File: config.mk
export PLATFORM = sky130hd
export DESIGN_NAME = sadd_ctrl
export DESIGN_NICKNAME = d
export VERILOG_FILES = /design/src/rtl/sadd_ctrl_pkg.sv /design/src/rtl/sadd_ctrl_ser_shreg.sv /design/src/rtl/sadd_ctrl.sv
export SDC_FILE = /design/constraint.sdc
export NUM_CORES = 1
export LEC_CHECK = 0
export CAP_MARGIN = 5
export CORE_MARGIN = 3
export CORE_UTILIZATION = 40
export CTS_CLUSTER_DIAMETER = 50
export DETAILED_ROUTE_END_ITERATION = 6
export GPL_ROUTABILITY_DRIVEN = 0
export PLACE_DENSITY = 0.67
export SLEW_MARGIN = 20
export SYNTH_ARGS = -nofsm -noshare
export SYNTH_HDL_FRONTEND = slang
export SYNTH_SLANG_ARGS = --single-unit
File: constraint.sdc
create_clock -name clk -period 1.4 [get_ports clk]
set_input_delay 0.14 -clock clk [delete_from_list [all_inputs] [get_ports clk]]
set_output_delay 0.14 -clock clk [all_outputs]
set_load 0.01 [all_outputs]
File: src/rtl/sadd_ctrl_pkg.sv
// Shared definitions for the bit-serial adder controller.
// State encoding and default operand width.
package sadd_ctrl_pkg;

    localparam int W_DEF = 8;

    localparam logic [1:0] ST_IDLE  = 2'd0;
    localparam logic [1:0] ST_SHIFT = 2'd1;
    localparam logic [1:0] ST_FLUSH = 2'd2;
    localparam logic [1:0] ST_DONE  = 2'd3;

    typedef enum logic [1:0] {
        IDLE  = ST_IDLE,
        SHIFT = ST_SHIFT,
        FLUSH = ST_FLUSH,
        DONE  = ST_DONE
    } state_t;

endpackage

File: src/rtl/sadd_ctrl_ser_shreg.sv
// Width-parametrised shift register: sync load, shift right, serial-in at MSB.
// Load takes priority over shift.
module ser_shreg #(
    parameter int N = 8
) (
    input  logic         clk,
    input  logic         rst,
    input  logic         i_load,
    input  logic         i_shift,
    input  logic [N-1:0] i_d,
    input  logic         i_si,
    output logic [N-1:0] o_q
);

    logic [N-1:0] r_q;

    always_ff @(posedge clk) begin
        if (rst) begin
            r_q <= '0;
        end else if (i_load) begin
            r_q <= i_d;
        end else if (i_shift) begin
            r_q <= {i_si, r_q[N-1:1]};
        end
    end

    assign o_q = r_q;

endmodule

File: src/rtl/sadd_ctrl.sv
// Operand serializer and result collector for the bit-serial adder.
// Drives operands LSB-first, gathers z_i, one flush cycle recovers the carry.
module sadd_ctrl
    import sadd_ctrl_pkg::*;
#(
    parameter int W = W_DEF
) (
    input  logic         clk,
    input  logic         rst,
    input  logic         start,
    input  logic [W-1:0] a,
    input  logic [W-1:0] b,
    output logic         busy,
    output logic         done,
    output logic [W:0]   sum,
    output logic         x_o,
    output logic         y_o,
    output logic         add_rst_b,
    input  logic         z_i
);

    localparam int CW = $clog2(W);

    state_t        r_state;
    state_t        w_next;
    logic [CW-1:0] r_cnt;
    logic [W:0]    r_sum;
    logic [W-1:0]  w_a;
    logic [W-1:0]  w_b;
    logic [W:0]    w_res;
    logic          w_load;
    logic          w_op_shift;
    logic          w_res_shift;
    logic          w_last;
    logic          w_unused;

    assign w_last = (r_cnt == CW'(W - 1));

    always_ff @(posedge clk) begin
        if (rst) begin
            r_state <= IDLE;
        end else begin
            r_state <= w_next;
        end
    end

    always_comb begin
        w_next      = r_state;
        w_load      = 1'b0;
        w_op_shift  = 1'b0;
        w_res_shift = 1'b0;
        busy        = 1'b0;
        done        = 1'b0;
        add_rst_b   = 1'b0;
        x_o         = 1'b0;
        y_o         = 1'b0;
        unique case (r_state)
            IDLE: begin
                if (start) begin
                    w_load = 1'b1;
                    w_next = SHIFT;
                end
            end
            SHIFT: begin
                busy        = 1'b1;
                add_rst_b   = 1'b1;
                x_o         = w_a[0];
                y_o         = w_b[0];
                w_op_shift  = 1'b1;
                w_res_shift = 1'b1;
                if (w_last) begin
                    w_next = FLUSH;
                end
            end
            FLUSH: begin
                busy        = 1'b1;
                add_rst_b   = 1'b1;
                w_res_shift = 1'b1;
                w_next      = DONE;
            end
            DONE: begin
                done = 1'b1;
                if (start) begin
                    w_load = 1'b1;
                    w_next = SHIFT;
                end else begin
                    w_next = IDLE;
                end
            end
            default: w_next = IDLE;
        endcase
    end

    always_ff @(posedge clk) begin
        if (rst) begin
            r_cnt <= '0;
        end else if (w_load) begin
            r_cnt <= '0;
        end else if (w_op_shift) begin
            r_cnt <= r_cnt + 1'b1;
        end
    end

    // In FLUSH, z_i carries the final carry into the MSB.
    always_ff @(posedge clk) begin
        if (rst) begin
            r_sum <= '0;
        end else if (r_state == FLUSH) begin
            r_sum <= {z_i, w_res[W:1]};
        end
    end

    assign sum = r_sum;

    ser_shreg #(.N(W)) u_a_sh (
        .clk     (clk),
        .rst     (rst),
        .i_load  (w_load),
        .i_shift (w_op_shift),
        .i_d     (a),
        .i_si    (1'b0),
        .o_q     (w_a)
    );

    ser_shreg #(.N(W)) u_b_sh (
        .clk     (clk),
        .rst     (rst),
        .i_load  (w_load),
        .i_shift (w_op_shift),
        .i_d     (b),
        .i_si    (1'b0),
        .o_q     (w_b)
    );

    ser_shreg #(.N(W + 1)) u_res_sh (
        .clk     (clk),
        .rst     (rst),
        .i_load  (w_load),
        .i_shift (w_res_shift),
        .i_d     ('0),
        .i_si    (z_i),
        .o_q     (w_res)
    );

    assign w_unused = ^{w_a[W-1:1], w_b[W-1:1], w_res[0]};

endmodule

==> impl_metrics.json <==
{
  "clock_path_buffers": 2,
  "cts_buffers": 5,
  "gr-usage-all-layers": 0.147,
  "syn-mean-instance-area_um2": 10.5,
  "synthArstFlopShare": 0,
  "pwr-share-comb": 0.495,
  "crit_arrival_ns": 1.22,
  "row_count": 23,
  "r2r-start": "r_state[0]$_SDFFE_PP0P_",
  "power_frac_clock": 0.176,
  "synthFlopType": "dfxtp_1",
  "seq_area_um2": 766,
  "fillers": 348,
  "p_leak_nw": 0.860,
  "crit_path_max_fanout": 4,
  "yosysTopAreaCell": "dfxtp_1",
  "outcome": "complete, no violations",
  "dieHeight_um": 71.2,
  "synth.area.top_cells": "dfxtp_1, mux2i_1, a211oi_2",
  "core_area_um2": 4060,
  "critPathKind": "reg -> out",
  "dr.pass1.iters": 4,
  "hold_slack_ns": 0.418,
  "ant_nets": 0,
  "overflow": 0,
  "power_w": 0.00443,
  "rr_worst_depth": 6,
  "startpoint": "r_state[0]$_SDFFE_PP0P_",
  "fin_cells": 254,
  "drtIter0Drc": 81,
  "synth_top_cell_area_share": 0.448,
  "ys_types": 21,
  "antenna_found_initial": 0,
  "period_share": 0.972,
  "first_global_vias": 1374,
  "clock_latency_ns": 0.29,
  "slew-limit-headroom": 0.802,
  "fmax_ghz": 0.735,
  "maxSlewViolCount": 0,
  "worstSetupStartpointType": "register",
  "finalHoldViolations": 0,
  "drive_gt1_frac": 0.245,
  "p_switching_w": 0.00157,
  "initial_utilization": 0.419,
  "via_count": 1250,
  "power.density_nw_per_um2": 1940,
  "cts_root_buf": "clkbuf_8",
  "clock-sinks": 38,
  "drcViolationCount": 0,
  "syn_inst": 162,
  "cts_htree_levels": 2,
  "final.setup_skew_ns": 0.00464,
  "path_clk_slew_ns": 0.07,
  "areaGrowthSynthToFinish_pct": 34.7,
  "crit_end": "add_rst_b",
  "wl_per_cell_um": 13.8,
  "period_minus_slack_ns": 1.36,
  "peakVddDrop_v": 0.000698,
  "setup_viol": 0,
  "mappedNetlistArea_um2": 1700,
  "synth_common_cells": "dfxtp_1, nor2_1, mux2i_1",
  "routed_wl_mm": 3.49,
  "tritoncts": "done",
  "rsz0062_at_grt": "yes",
  "end_kind": "output port",
  "yosysWarnings": 0,
  "synth_edf_count": 0,
  "tightest_slew_ns": 0.296,
  "ys_seq_area_frac": 0.448,
  "dp.cells": 245,
  "setup.reg_to_reg.worst_slack_ns": 0.06,
  "ioPinCount": 34,
  "p_int_w": 0.00285,
  "grt_pass1_wl_mm": 5.95,
  "worstHoldPathType": "in -> reg",
  "cts_setup_buffers": 0,
  "grt_max_degree": 28,
  "yosysMostFrequentCell": "dfxtp_1",
  "multi_input_area_um2": 892,
  "fin_nets": 230,
  "n_antenna_cell": 0,
  "reg2reg_to": "u_b_sh.o_q[5]$_SDFFE_PP0P_",
  "required_ns": 1.26,
  "maxCapViolCount": 0,
  "chipWidth_um": 71.2,
  "dpl.hpwl_mm": 2.33,
  "io_buffers": 33,
  "syn_nets": 189,
  "seq_power_share": 0.330,
  "vias_per_cell": 4.92,
  "synth_seq_cells": 38,
  "dieArea_um2": 5070,
  "final_util": 0.564,
  "swShare": 0.356
}
-- per-stage QoR --
step	setup WS, ns	TNS, ns	area (µm²)
detailed placement	-0.0946	-1.92	2140
global placement	-0.0684	-0.889	2140
floorplan	0.0172	0	1710
global route	-0.0341	-0.0618	2290
CTS	0.00508	0	2290
finish	0.0394	0	2290
-- worst max-delay path, stage by stage, from the launching register on --
cell and delay (ns):
dfxtp_4 0.39, inv_4 0.04, ha_4 0.27, clkdlybuf4s15_1 0.23
-- worst min-delay path by stage --
stage	start	end	depth (start not counted)
3_5_place_dp	u_a_sh.o_q[7]$_SDFFE_PP0P_	u_a_sh.o_q[7]$_SDFFE_PP0P_	2
2_1_floorplan	a[7]	u_a_sh.o_q[7]$_SDFFE_PP0P_	2
6_report	a[7]	u_a_sh.o_q[7]$_SDFFE_PP0P_	3
5_1_grt	a[7]	u_a_sh.o_q[7]$_SDFFE_PP0P_	3
4_1_cts	a[7]	u_a_sh.o_q[7]$_SDFFE_PP0P_	3
3_3_place_gp	u_a_sh.o_q[7]$_SDFFE_PP0P_	u_a_sh.o_q[7]$_SDFFE_PP0P_	2
-- cells in the final DEF (no fill, tap or decap), types with 3 or more instances in the layout --
cell / netlist / layout
nand2b_1: 4 / 3
nor2_1: 34 / 34
ha_1: 7 / 3
mux2i_1: 33 / 33
a21oi_1: 3 / 3
buf_4: 3 / 10
clkdlybuf4s50_1: 0 / 28
dfxtp_1: 38 / 36
clkbuf_2: 0 / 3
a211oi_2: 14 / 14
clkbuf_8: 0 / 6
-- cell families (layout without fill, tap and decap cells) --
group                      after synthesis  in the layout  share of synthesized area
AOI/OAI and AO/OA                       21             21                      0.130
buffers and inverters                   15             57                     0.0538
muxes                                   33             33                      0.194
and+or+nand+nor                         47             47                      0.118
DFF                                     38             38                      0.448
adders and majority gates                7              7                     0.0515
xor gates and xnor gates                 1              1                    0.00516
-- layout make-up --
class / count / share of cell area
repair buffers: 46 / 0.201
well taps: 50 / 0.0273
inverters: 3 / 0.00601
clock inverters: 2 / 0.00547
flip-flops and latches: 38 / 0.335
multi-input cells: 109 / 0.390
clock buffers: 6 / 0.0361
-- power groups by stage --
stage | Sequential, W | Combinational [W] | Clock [W]
2_1_floorplan | 0.00143 | 0.00150 | 0
3_3_place_gp | 0.00144 | 0.00196 | 0
3_5_place_dp | 0.00145 | 0.00204 | 0
4_1_cts | 0.00145 | 0.00219 | 0.000800
5_1_grt | 0.00148 | 0.00237 | 0.000837
6_report | 0.00146 | 0.00219 | 0.000777
-- layer usage --
metal | vias up | track usage | part of all wire
li1 | 637 | - | -
met1 | 583 | 0.159 | 0.43
met2 | 26 | 0.267 | 0.52
met3 | 4 | 0.0398 | 0.044
met4 | 0 | 0.0626 | 0.011
met5 | - | 0 | 0
-- flip-flops by register name, indices dropped and copies added, names as in the netlist --
| register | flops |
|---|---|
| u_res_sh.o_q | 8 |
| r_cnt | 3 |
| r_state | 2 |
| sum | 9 |
| u_a_sh.o_q | 8 |
| u_b_sh.o_q | 8 |
-- what timing repair did --
action                                  4_1_cts  5_1_grt
cloned                                        1        0
gates resized for setup                      22        7
hold buffers                                  0        0
pin swaps                                     1        3
endpoints found under the setup margin       32       12
(Power assumes the default switching activity.)
